`config.mk`:
```
export PLATFORM = sky130hd
export DESIGN_NAME = layer_priority_mux
export DESIGN_NICKNAME = d
export VERILOG_FILES = /design/src/rtl/layer_priority_mux.sv
export SDC_FILE = /design/constraint.sdc
export NUM_CORES = 1
export LEC_CHECK = 0
export ABC_AREA = 1
export CAP_MARGIN = 20
export CORE_MARGIN = 2
export CORE_UTILIZATION = 38
export DETAILED_ROUTE_END_ITERATION = 10
export PLACE_DENSITY = 0.8
export SLEW_MARGIN = 20
export SYNTH_ARGS = -nofsm -noshare
export SYNTH_HDL_FRONTEND = slang
export SYNTH_SLANG_ARGS = --single-unit
```
`constraint.sdc`:
```
create_clock -name clk -period 1.4 [get_ports clk]
set_input_delay 0.21 -clock clk [delete_from_list [all_inputs] [get_ports clk]]
set_output_delay 0.21 -clock clk [all_outputs]
set_load 0.03 [all_outputs]
```
`src/rtl/layer_priority_mux.sv`:
```
// N-channel priority multiplexer for the VGA drawing pipeline: the lowest-index layer with an
// effective request wins the pixel, with per-layer enable and blink masking and per-frame overlap reporting.
module layer_priority_mux #(
  parameter int NUM_LAYERS   = 4,
  parameter int COLOR_W      = 8,
  parameter int BLINK_FRAMES = 30
) (
  input  logic                               clk,
  input  logic                               resetN,
  input  logic                               startOfFrame,
  input  logic [NUM_LAYERS-1:0]              layerEnable,
  input  logic [NUM_LAYERS-1:0]              blinkEnable,
  input  logic [NUM_LAYERS-1:0]              busRequest,
  input  logic [NUM_LAYERS-1:0][COLOR_W-1:0] busRGB,
  input  logic [COLOR_W-1:0]                 backgroundRGB,
  output logic                               drawingRequest,
  output logic [COLOR_W-1:0]                 RGBout,
  output logic [$clog2(NUM_LAYERS)-1:0]      activeLayer,
  output logic                               collision
);

  localparam int LW = $clog2(NUM_LAYERS);
  localparam int CW = $clog2(BLINK_FRAMES + 1);
  localparam logic [CW-1:0] LAST_FRAME = CW'(BLINK_FRAMES - 1);

  logic [CW-1:0]         frameCnt;
  logic                  blinkPhase;
  logic                  overlapFlag;
  logic [NUM_LAYERS-1:0] eff;
  logic                  winValid;
  logic [LW-1:0]         winIdx;
  logic [COLOR_W-1:0]    winRGB;
  logic                  overlapNow;
  logic                  seenOne;

  // Scanning from the lowest priority upwards lets the highest-priority hit overwrite the rest.
  always_comb begin
    eff        = busRequest & layerEnable & ({NUM_LAYERS{blinkPhase}} | ~blinkEnable);
    winValid   = 1'b0;
    winIdx     = '0;
    winRGB     = backgroundRGB;
    overlapNow = 1'b0;
    seenOne    = 1'b0;
    for (int i = NUM_LAYERS - 1; i >= 0; i--) begin
      if (eff[i]) begin
        winValid = 1'b1;
        winIdx   = LW'(i);
        winRGB   = busRGB[i];
      end
    end
    for (int i = 0; i < NUM_LAYERS; i++) begin
      if (eff[i]) begin
        if (seenOne) overlapNow = 1'b1;
        seenOne = 1'b1;
      end
    end
  end

  always_ff @(posedge clk or negedge resetN) begin
    if (!resetN) begin
      RGBout         <= '0;
      activeLayer    <= '0;
      drawingRequest <= 1'b0;
    end else begin
      RGBout         <= winRGB;
      activeLayer    <= winIdx;
      drawingRequest <= winValid;
    end
  end

  // Blink phase changes only at frame boundaries so a layer never flickers mid-frame.
  always_ff @(posedge clk or negedge resetN) begin
    if (!resetN) begin
      frameCnt   <= '0;
      blinkPhase <= 1'b1;
    end else if (startOfFrame) begin
      if (frameCnt == LAST_FRAME) begin
        frameCnt   <= '0;
        blinkPhase <= ~blinkPhase;
      end else begin
        frameCnt <= frameCnt + CW'(1);
      end
    end
  end

  // An overlap seen in the startOfFrame cycle still belongs to the frame that is ending.
  always_ff @(posedge clk or negedge resetN) begin
    if (!resetN) begin
      overlapFlag <= 1'b0;
      collision   <= 1'b0;
    end else if (startOfFrame) begin
      collision   <= overlapFlag | overlapNow;
      overlapFlag <= 1'b0;
    end else if (overlapNow) begin
      overlapFlag <= 1'b1;
    end
  end

endmodule

```
# Word-level counts from Yosys, hierarchy flattened

Cells that the tools add are included.

Bitwise logic cells: 6
Mux-type cells: 24
Reduce and logical (&&, ||, !) cells: 2
Eq/ne operators: 1
$add $sub $neg: 1

Operators with widths:

| cell                  | number |
|---|---|
| $mux W8               | 4 |
| $mux W1               | 15 |
| $and A4 B4 Y4         | 2 |
| $mux W2               | 4 |
| $add A5 B1 Y5 const B | 1 |
| $eq A5 B5 Y1 const B  | 1 |
| $mux W5               | 1 |
| $not A4 Y4            | 1 |
| $or A4 B4 Y4          | 1 |
| $reduce_and A2 Y1     | 1 |
| $reduce_bool A2 Y1    | 1 |
| $not A1 Y1            | 1 |
| $or A1 B1 Y1          | 1 |

Flip-flop bits (word level): 19
Logic and storage cells: 41
Output and inout bits: 12

# Logic depth before layout (Yosys ltp)

Gate-level depths: netlist of run 1.

Word-level depth: 12
Gate-level depth with buffers: 9
Depth with buffers taken out: 8

# Least setup slack after synthesis of run 1

Ideal clock, no wire load.

Path type: flip-flop to flip-flop
Start: register blinkPhase
End: register RGBout[6]
Required time: 1.284 ns
Cell stages (with the launch flop): 9
Data arrival time: 1.124 ns
Slack: 0.160 ns
Path buffers: 1
Cell sequence: dfstp_2 > inv_2 > nand2_4 > nand2_4 > buf_6 > nand3_1 > nand3_1 > nand2_1 > nand2_1

Cells in the longest elaborated chain, start to end: 6

RTL lines:

| item                   | RTL line | source |
|---|---|---|
| from (decl)            | 27       | `logic blinkPhase;` |
| from (signal assigned) | 79       | `blinkPhase <= ~blinkPhase;` |
| $or A4 B4 Y4 *         | 38       | `eff = busRequest & layerEnable & ({NUM_LAYERS{blinkPhase}} \| ~blinkEnable);` |
| $and A4 B4 Y4 *        | 38       |  |
| $mux W8 (3 in series)  | 45       | `if (eff[i]) begin` |
| $mux W8 *              | 45       |  |
| via winRGB[6]          | 32       | `logic [COLOR_W-1:0] winRGB;` |
| to (signal assigned)   | 65       | `RGBout <= winRGB;` |
| to (decl)              | 17       | `output logic [COLOR_W-1:0] RGBout,` |

The timed path passes the listed nets; every way through them passes the cells marked *.
A chain may end at the register's enable or synchronous reset.

# Worst setup path in the final report of run 1

Start: register blinkPhase
End: register RGBout[4]

The elaborated chain is that of the path after synthesis.

==> results of run 1 <==
-- layout by cell type (no fill, tap or decap) --
cell	n
nand4_1	2
dlygate4sd2_1	12
nand3_1	35
a31oi_1	1
o21ai_0	5
a21oi_1	2
inv_1	24
nand2_4	3
dfstp_2	1
clkinv_2	1
o21ai_1	2
o22ai_1	1
nor3b_1	1
xnor2_1	1
dfrtp_1	18
buf_12	1
buf_4	11
xor2_1	2
clkbuf_4	3
nor2_1	7
ha_1	2
and2_1	1
nand2_1	52
o21ai_2	1
clkdlybuf4s50_1	54
inv_2	3
inv_6	1
-- routing by layer --
metal  vias up  share of wire, %  wire length (µm)
li1        690                 -                 -
met1       567                41              1260
met2        50                50              1540
met3         0               9.6               299
met4         0                 0                 0
met5         -                 0                 0
-- cells by family after synthesis --
group                    count (synthesis)  share of synthesized area, %
XOR/XNOR                                 3                          2.22
AND/OR/NAND/NOR                        101                          38.5
AO/OA/AOI/OAI                           12                          5.28
adder cells (fa/ha/maj)                  2                          2.11
flip-flops                              19                          40.2
buffers and inverters                   32                          11.6
-- final cells by class --
cell class / instances / area, µm²
clock buffers: 3 / 22.5
repair buffers: 78 / 748
inverters: 28 / 110
multi-input cells: 118 / 574
fillers: 275 / 1020
clock inverters: 1 / 5.00
well taps: 33 / 41.3
flip-flops and latches: 19 / 477
-- registers in the layout, indices dropped and copies added, names as in the netlist --
| register | cells |
|---|---|
| RGBout | 8 |
| frameCnt | 5 |
| activeLayer | 2 |
| blinkPhase | 1 |
| collision | 1 |
| drawingRequest | 1 |
| overlapFlag | 1 |
-- power groups by stage --
stage | Combinational [mW] | Sequential [mW] | Clock (mW)
after global placement | 1.07 | 0.844 | 0
after floorplan | 0.451 | 0.993 | 0
after detailed placement | 1.09 | 0.848 | 0
final | 1.06 | 0.836 | 0.266
after global routing | 1.18 | 0.857 | 0.291
after CTS | 1.04 | 0.834 | 0.276
-- through the flow --
step                      worst slack, ns  TNS [ns]
after global routing            -0.000713  -0.00137
after global placement            -0.0365    -0.141
final                              0.0519         0
after CTS                          0.0330         0
after detailed placement          -0.0672    -0.379
after floorplan                     0.160         0
-- worst paths after layout --
path,endpoint,cells past startpoint,from,slack (ns)
max in group asynchronous,blinkPhase$_DFFE_PN1P_,2,resetN,0.91
setup / recovery,RGBout[4]$_DFF_PN0_,8,blinkPhase$_DFFE_PN1P_,0.05
hold / removal,activeLayer[1]$_DFF_PN0_,2,resetN,0.23
hold reg to reg,collision$_DFFE_PN0P_,2,collision$_DFFE_PN0P_,0.50
min in group clk,RGBout[3]$_DFF_PN0_,3,busRGB[3],0.45
setup reg to reg,RGBout[4]$_DFF_PN0_,8,blinkPhase$_DFFE_PN1P_,0.05
-- repair_timing --
action / 4_1_cts / 5_1_grt
setup endpoints to repair: 12 / 10
setup buffers: 0 / 1
gates resized for setup: 12 / 6
==> impl_results.md, run 1 <==
- Status: complete, no violations
- Leakage: 1.03 nW
- Final worst path period share: between 90% and 100%
- Worst endpoint required time: 1.59 ns
- Total gr overflow: 0
- Pin count of the biggest net entering global routing: 21
- Synth Flop Type: dfrtp_1
- Crit path cell chain: inv_2 > nand2_1 > nand2_1 > buf_12 > o21ai_0 > inv_1 > nand2_1 > nand2_1
- Initial DRC count: 46
- Area leader, netlist: dfrtp_1
- Clock root cell: clkbuf_4
- I/O pin count: 67
- Finished Core Util: approximately two thirds
- Crit Path Max Fanout: 20
- Ys async rst share: 100%
- Placer Congestion: roughly 0.76
- Hold Slack: 0.232 ns
- Post-synth cell types: 20
- Crit start category: flop
- Crit path max-delay family: flip-flops
- Yosys reg bits: 19
- Slew margin rel.: 78.2%
- Placed insts: 275
- Setup Skew: 0.00758 ns
- EDFF count, synth: 0
- NetSw: between 0.8 and 0.9 mW
- Overall Global Routing Usage: 19.1%
- Crit path max-delay cell type: dfstp_2
- Sw Ratio: approximately 40%
- Ant diodes: 0
- Via-per-instance ratio: 4.67
- Most instantiated cells after synthesis: nand2_1, nand3_1, inv_1, dfrtp_1, o21ai_0
- Buffer depth of the longest clock path: 2
- Number of global-route vias before repair: 1,264
- Design area: 0.00198 mm²
- Met2 GRT Util: about 34%
- Die Span Y: 59.8 µm
- DIE WIDTH: around 60 µm
- First-pass GRT wire length: around 5200 µm
- Critical path class: reg2reg
- Finished Layout Cells: 280
- Antenna Violating Nets Remaining: 0
- Drt first pass iters: 4
- Buffers on Ports: 66
- H-tree levels: 1
- Area Overhead vs Synth: 66.9%
- Clk pwr share: 12.3%
- GR Util met1: a little over a fifth
- Total power: 2.16 mW
- Internal power: 1.31 mW
- Met3 Use GR: 7.79%
- Share of layout cells above drive strength 1: 10.1%
- Clock latency on the worst-skew pair: between 0.2 and 0.3 ns
- Total die area: approximately 0.0036 mm²
- Post-CTS Hold Buffers: 0
- Initial core utilization: 39.5%
- Post-Syn Area: 0.00118 mm²
- Final wirelength: just over 3000 µm
- Pwr/cell area: 1090 mW/mm²
- Cell with the most instances after synthesis: nand2_1
- Max IR drop VDD: 0.000561 V
- Final setup viols: 0
- CTS sink cnt: 19
- Most used cell along the critical path: nand2_1
- Top Usage Layer GRT: met2
- Antenna violations before repair: 0
- Mean Syn Cell Area: about 7.0 µm²
- Minimum clock period: 1.35 ns
- Worst Path Arrival: 1.54 ns
- Slew @ Worst Pin: 0.328 ns
- Sequential share of the synthesized area: between 40% and 50%
- Crit path buf inv count: 3
- Flop pwr share: 38.6%
- Syn nets: about 230
- CTS tree: built
- Avg WL per Cell: 11.1 µm
- Clock-pin slew on the worst setup and hold paths: 0.11 ns
- Power share of the combinational group: 49.1%
- Crit. End Element: flop
- Synth top area share: 38.0%
- Num CTS Buffers: 3
- # DRC: 0
- Slew Limit Fails: 0
- Detailed Place HPWL: 2590 µm
- Final-report hold violation count: 0
- Syn Inst Count: ~170
- F_max: around 740 MHz
- HP Class: in2async
- Top post-synthesis cells by area: dfrtp_1, nand2_1, nand3_1
- Max incr delay on CP: 0.56 ns
- Vias: roughly 1,300
- Synth warn: 0
- Number of max-cap violations: 0
- Dpl cell area: 0.00195 mm²
- Num rows: 20
- Core Area: 0.00300 mm²
- Fin nets: 305
(Power assumes the default switching activity.)
==> inputs of run 2 (changes only) <==
--- a/config.mk
+++ b/config.mk
@@ -5,12 +5,11 @@
 export SDC_FILE = /design/constraint.sdc
 export NUM_CORES = 1
 export LEC_CHECK = 0
-export ABC_AREA = 1
 export CAP_MARGIN = 20
 export CORE_MARGIN = 2
-export CORE_UTILIZATION = 38
+export CORE_UTILIZATION = 37
 export DETAILED_ROUTE_END_ITERATION = 10
-export PLACE_DENSITY = 0.8
+export PLACE_DENSITY = 0.79
 export SLEW_MARGIN = 20
 export SYNTH_ARGS = -nofsm -noshare
 export SYNTH_HDL_FRONTEND = slang
==> impl_results.md, run 2 <==
- Yosys reg bits: 19 (unchanged)
- Post-synth cell types: 36 (+80%)
- Final-report hold violation count: 0 (unchanged)
- Crit path cell chain: buf_6 > o211ai_1 > buf_4 > and3_4 > a221oi_4
- Critical path class: reg2reg
- First-pass GRT wire length: 4970 µm (-4.6%)
- Slew Limit Fails: 0 (unchanged)
- Final wirelength: 3320 µm (+6.9%)
- Buffers on Ports: 66 (unchanged)
- Status: finished, violations left
- Buffer depth of the longest clock path: 2 (unchanged)
- Final setup viols: 10 (+10)
- Cell with the most instances after synthesis: dfrtp_1
- Slack of the critical path: -0.151 ns (-0.203 ns)
- Layout fillers: 259 (-5.8%)
- Num rows: 20 (unchanged)
- Top post-synthesis cells by area: dfrtp_1, a221oi_2, mux2i_1
- Area leader, netlist: dfrtp_1
- Top Registers: RGBout (8), frameCnt (5), activeLayer (2)
- Overall Global Routing Usage: 19.2% (+0.11 points)
- Sequential share of the synthesized area: 42.3% (+2.1 points)
- Setup Skew: 0.00803 ns (+0.000449 ns)
- Total die area: 0.00350 mm² (-2.2%)
- Core Area: 0.00298 mm² (-0.83%)
- Crit. End Element: flop
- CTS tree: built
- Failing checks: negative setup slack
- Max IR drop VDD: 0.000425 V (-24%)
- Most frequent cells in the layout: clkdlybuf4s50_1, dfrtp_1, buf_4
- Syn Inst Count: 108 (-36%)
- Drt first pass iters: 4 (unchanged)
- Avg WL per Cell: 15.0 µm (+35%)
- Pwr/cell area: 1090 mW/mm² (-0.75%)
- Number of max-cap violations: 0 (unchanged)
- Power share of the combinational group: 49.2% (about the same)
- Share of layout cells above drive strength 1: 21.8% (+12 points)
- Sw Ratio: 37.2% (-2.3 points)
- Antenna Violating Nets Remaining: 0 (unchanged)
- Internal power: 1.37 mW (+4.8%)
- HP Class: in2async
- Unrepaired setup endpoints after global routing: true
- Post-Syn Area: 0.00113 mm² (-5.0%)
- Worst Path Arrival: 1.79 ns (+0.25 ns)
- Area of the multi-input gates: 642 µm² (+12%)
- Area Overhead vs Synth: 78.7%
- Synth top area share: 40.0% (+2.0 points)
- Most instantiated cells after synthesis: dfrtp_1, nor2_1, o22ai_1, a221oi_2, mux2i_1
- Final worst path period share: 111% (+14 points)
- Placement Setup Slack: -0.310 ns (-0.243 ns)
- H-tree levels: 1 (unchanged)
- Vias: 1,176 (-10%)
- # DRC: 0 (unchanged)
- Mean Syn Cell Area: 10.4 µm² (+49%)
- Ant diodes: 0 (unchanged)
- Pin count of the biggest net entering global routing: 20 (-4.8%)
- Most flops, register: RGBout
- Num CTS Buffers: 3 (unchanged)
- Via-per-instance ratio: 5.32 (+14%)
- Crit start category: flop
- EDFF count, synth: 0 (unchanged)
- Total power: 2.19 mW (+0.94%)
- Fin nets: 246 (-19%)
- F_max: 645 MHz (-13%)
- Flop pwr share: 37.4% (-1.2 points)
- Syn nets: 165 (-27%)
- Slew margin rel.: 78.5% (+0.27 points)
- Storage element area: 477 µm² (unchanged)
- Leakage: 0.875 nW (-15%)
- Crit Path Max Fanout: 8 (-60%)
- Most common cell after layout, fill and taps aside: clkdlybuf4s50_1
- Clk pwr share: 13.5% (+1.2 points)
- Minimum clock period: 1.55 ns (+0.203 ns)
- Initial core utilization: 37.8% (-1.6 points)
- Synth Flop Type: dfrtp_1
- Antenna violations before repair: 0 (unchanged)
- Max incr delay on CP: 0.60 ns (+0.04 ns)
- CTS sink cnt: 19 (unchanged)
- Initial DRC count: 71 (+54%)
- Max reg flops: 8 (unchanged)
- Placer Congestion: 0.781 (+2.8%)
- Detailed Place HPWL: 2640 µm (+2.0%)
- Slew @ Worst Pin: 0.324 ns (-0.00401 ns)
- Clock root cell: clkbuf_4
- Crit path max-delay cell type: dfstp_2
- Worst endpoint required time: 1.64 ns (+0.05 ns)
- Number of global-route vias before repair: 1,157 (-8.5%)
- Synth warn: 0 (unchanged)
- I/O pin count: 67 (unchanged)
- Die Span Y: 59.2 µm (-1.1%)
- Clock latency on the worst-skew pair: 0.32 ns (+0.03 ns)
- Crit path max-delay family: flip-flops
- NetSw: 0.812 mW (-5.0%)
- Clock-pin slew on the worst setup and hold paths: 0.11 ns (about the same)
- Total gr overflow: 0 (unchanged)
- Ys async rst share: 100% (unchanged)
- Crit path buf inv count: 2 (-1)
- DIE WIDTH: 59.2 µm (-1.1%)
[run 2: routing by layer]
layer	vias up	track usage [%]	wire length [µm]
met2	31	37.1	1870
met1	570	20.7	1270
met4	0	8.44	67
met3	5	1.97	117
li1	570	-	-
met5	-	0	0
[run 2: worst reg2reg max path, delay by kind of cell, from the launching register on]
family | cells | cell delay [ns]
AND/OR/NAND/NOR | 1 | 0.21
buffers and inverters | 2 | 0.29
AO/OA/AOI/OAI | 2 | 0.38
flip-flops | 1 | 0.60
[run 2: final timing paths]
path	end	slack (ns)	cells after the start	startpoint
max	RGBout[3]$_DFF_PN0_	-0.15	5	blinkPhase$_DFFE_PN1P_
min	RGBout[3]$_DFF_PN0_	0.21	2	resetN
max reg2reg	RGBout[3]$_DFF_PN0_	-0.15	5	blinkPhase$_DFFE_PN1P_
min reg2reg	frameCnt[4]$_DFFE_PN0P_	0.54	1	frameCnt[4]$_DFFE_PN0P_
max in group asynchronous	blinkPhase$_DFFE_PN1P_	0.92	2	resetN
min in group clk	RGBout[4]$_DFF_PN0_	0.48	3	busRGB[4]
[run 2: area by class of cell]
| type | instances | area share, % |
|---|---|---|
| Inverter | 5 | 0.933 |
| Clock buffer | 3 | 1.12 |
| Multi-Input combinational cell | 77 | 31.9 |
| Clock inverter | 1 | 0.249 |
| Timing Repair Buffer | 83 | 40.0 |
| Sequential cell | 19 | 23.7 |
| Tap cell | 33 | 2.05 |
[run 2: cell families (layout without fill, tap and decap cells)]
family / Yosys count / after routing / synth area share, %
AO/OA/AOI/OAI: 34 / 34 / 26.7
AND/OR/NAND/NOR: 30 / 30 / 13.6
flip-flops: 19 / 19 / 42.3
buffers and inverters: 12 / 92 / 5.44
multiplexers: 9 / 9 / 8.11
adder cells (fa/ha/maj): 3 / 3 / 3.11
XOR/XNOR: 1 / 1 / 0.778
[run 2: power groups by stage]
stage	clock network (mW)	registers [mW]	logic, mW
floorplan	0	0.959	0.418
global placement	0	0.817	1.03
detailed placement	0	0.828	1.07
CTS	0.302	0.812	1.02
global route	0.319	0.839	1.15
finish	0.295	0.816	1.07
[run 2: through the flow]
| step | hold slack, ns | instances | setup TNS [ns] | area [µm²] | util, % |
|---|---|---|---|---|---|
| after floorplan | -0.0856 | 108 | -1.08 | 1130 | - |
| after global placement | 0.499 | 216 | -2.50 | 1930 | 64.9 |
| after detailed placement | 0.516 | 216 | -3.50 | 1930 | 64.9 |
| after CTS | 0.218 | 220 | -1.38 | 1950 | 65.3 |
| after global routing | 0.223 | 221 | -1.76 | 2010 | 67.6 |
| final | 0.207 | 221 | -1.19 | 2010 | 67.6 |
[run 2: timing repair]
action | 4_1_cts | 5_1_grt
pin swaps | 0 | 4
gates resized for setup | 13 | 11
endpoints found under the setup margin | 23 | 14
setup buffers | 0 | 1
hold buffers | 0 | 0
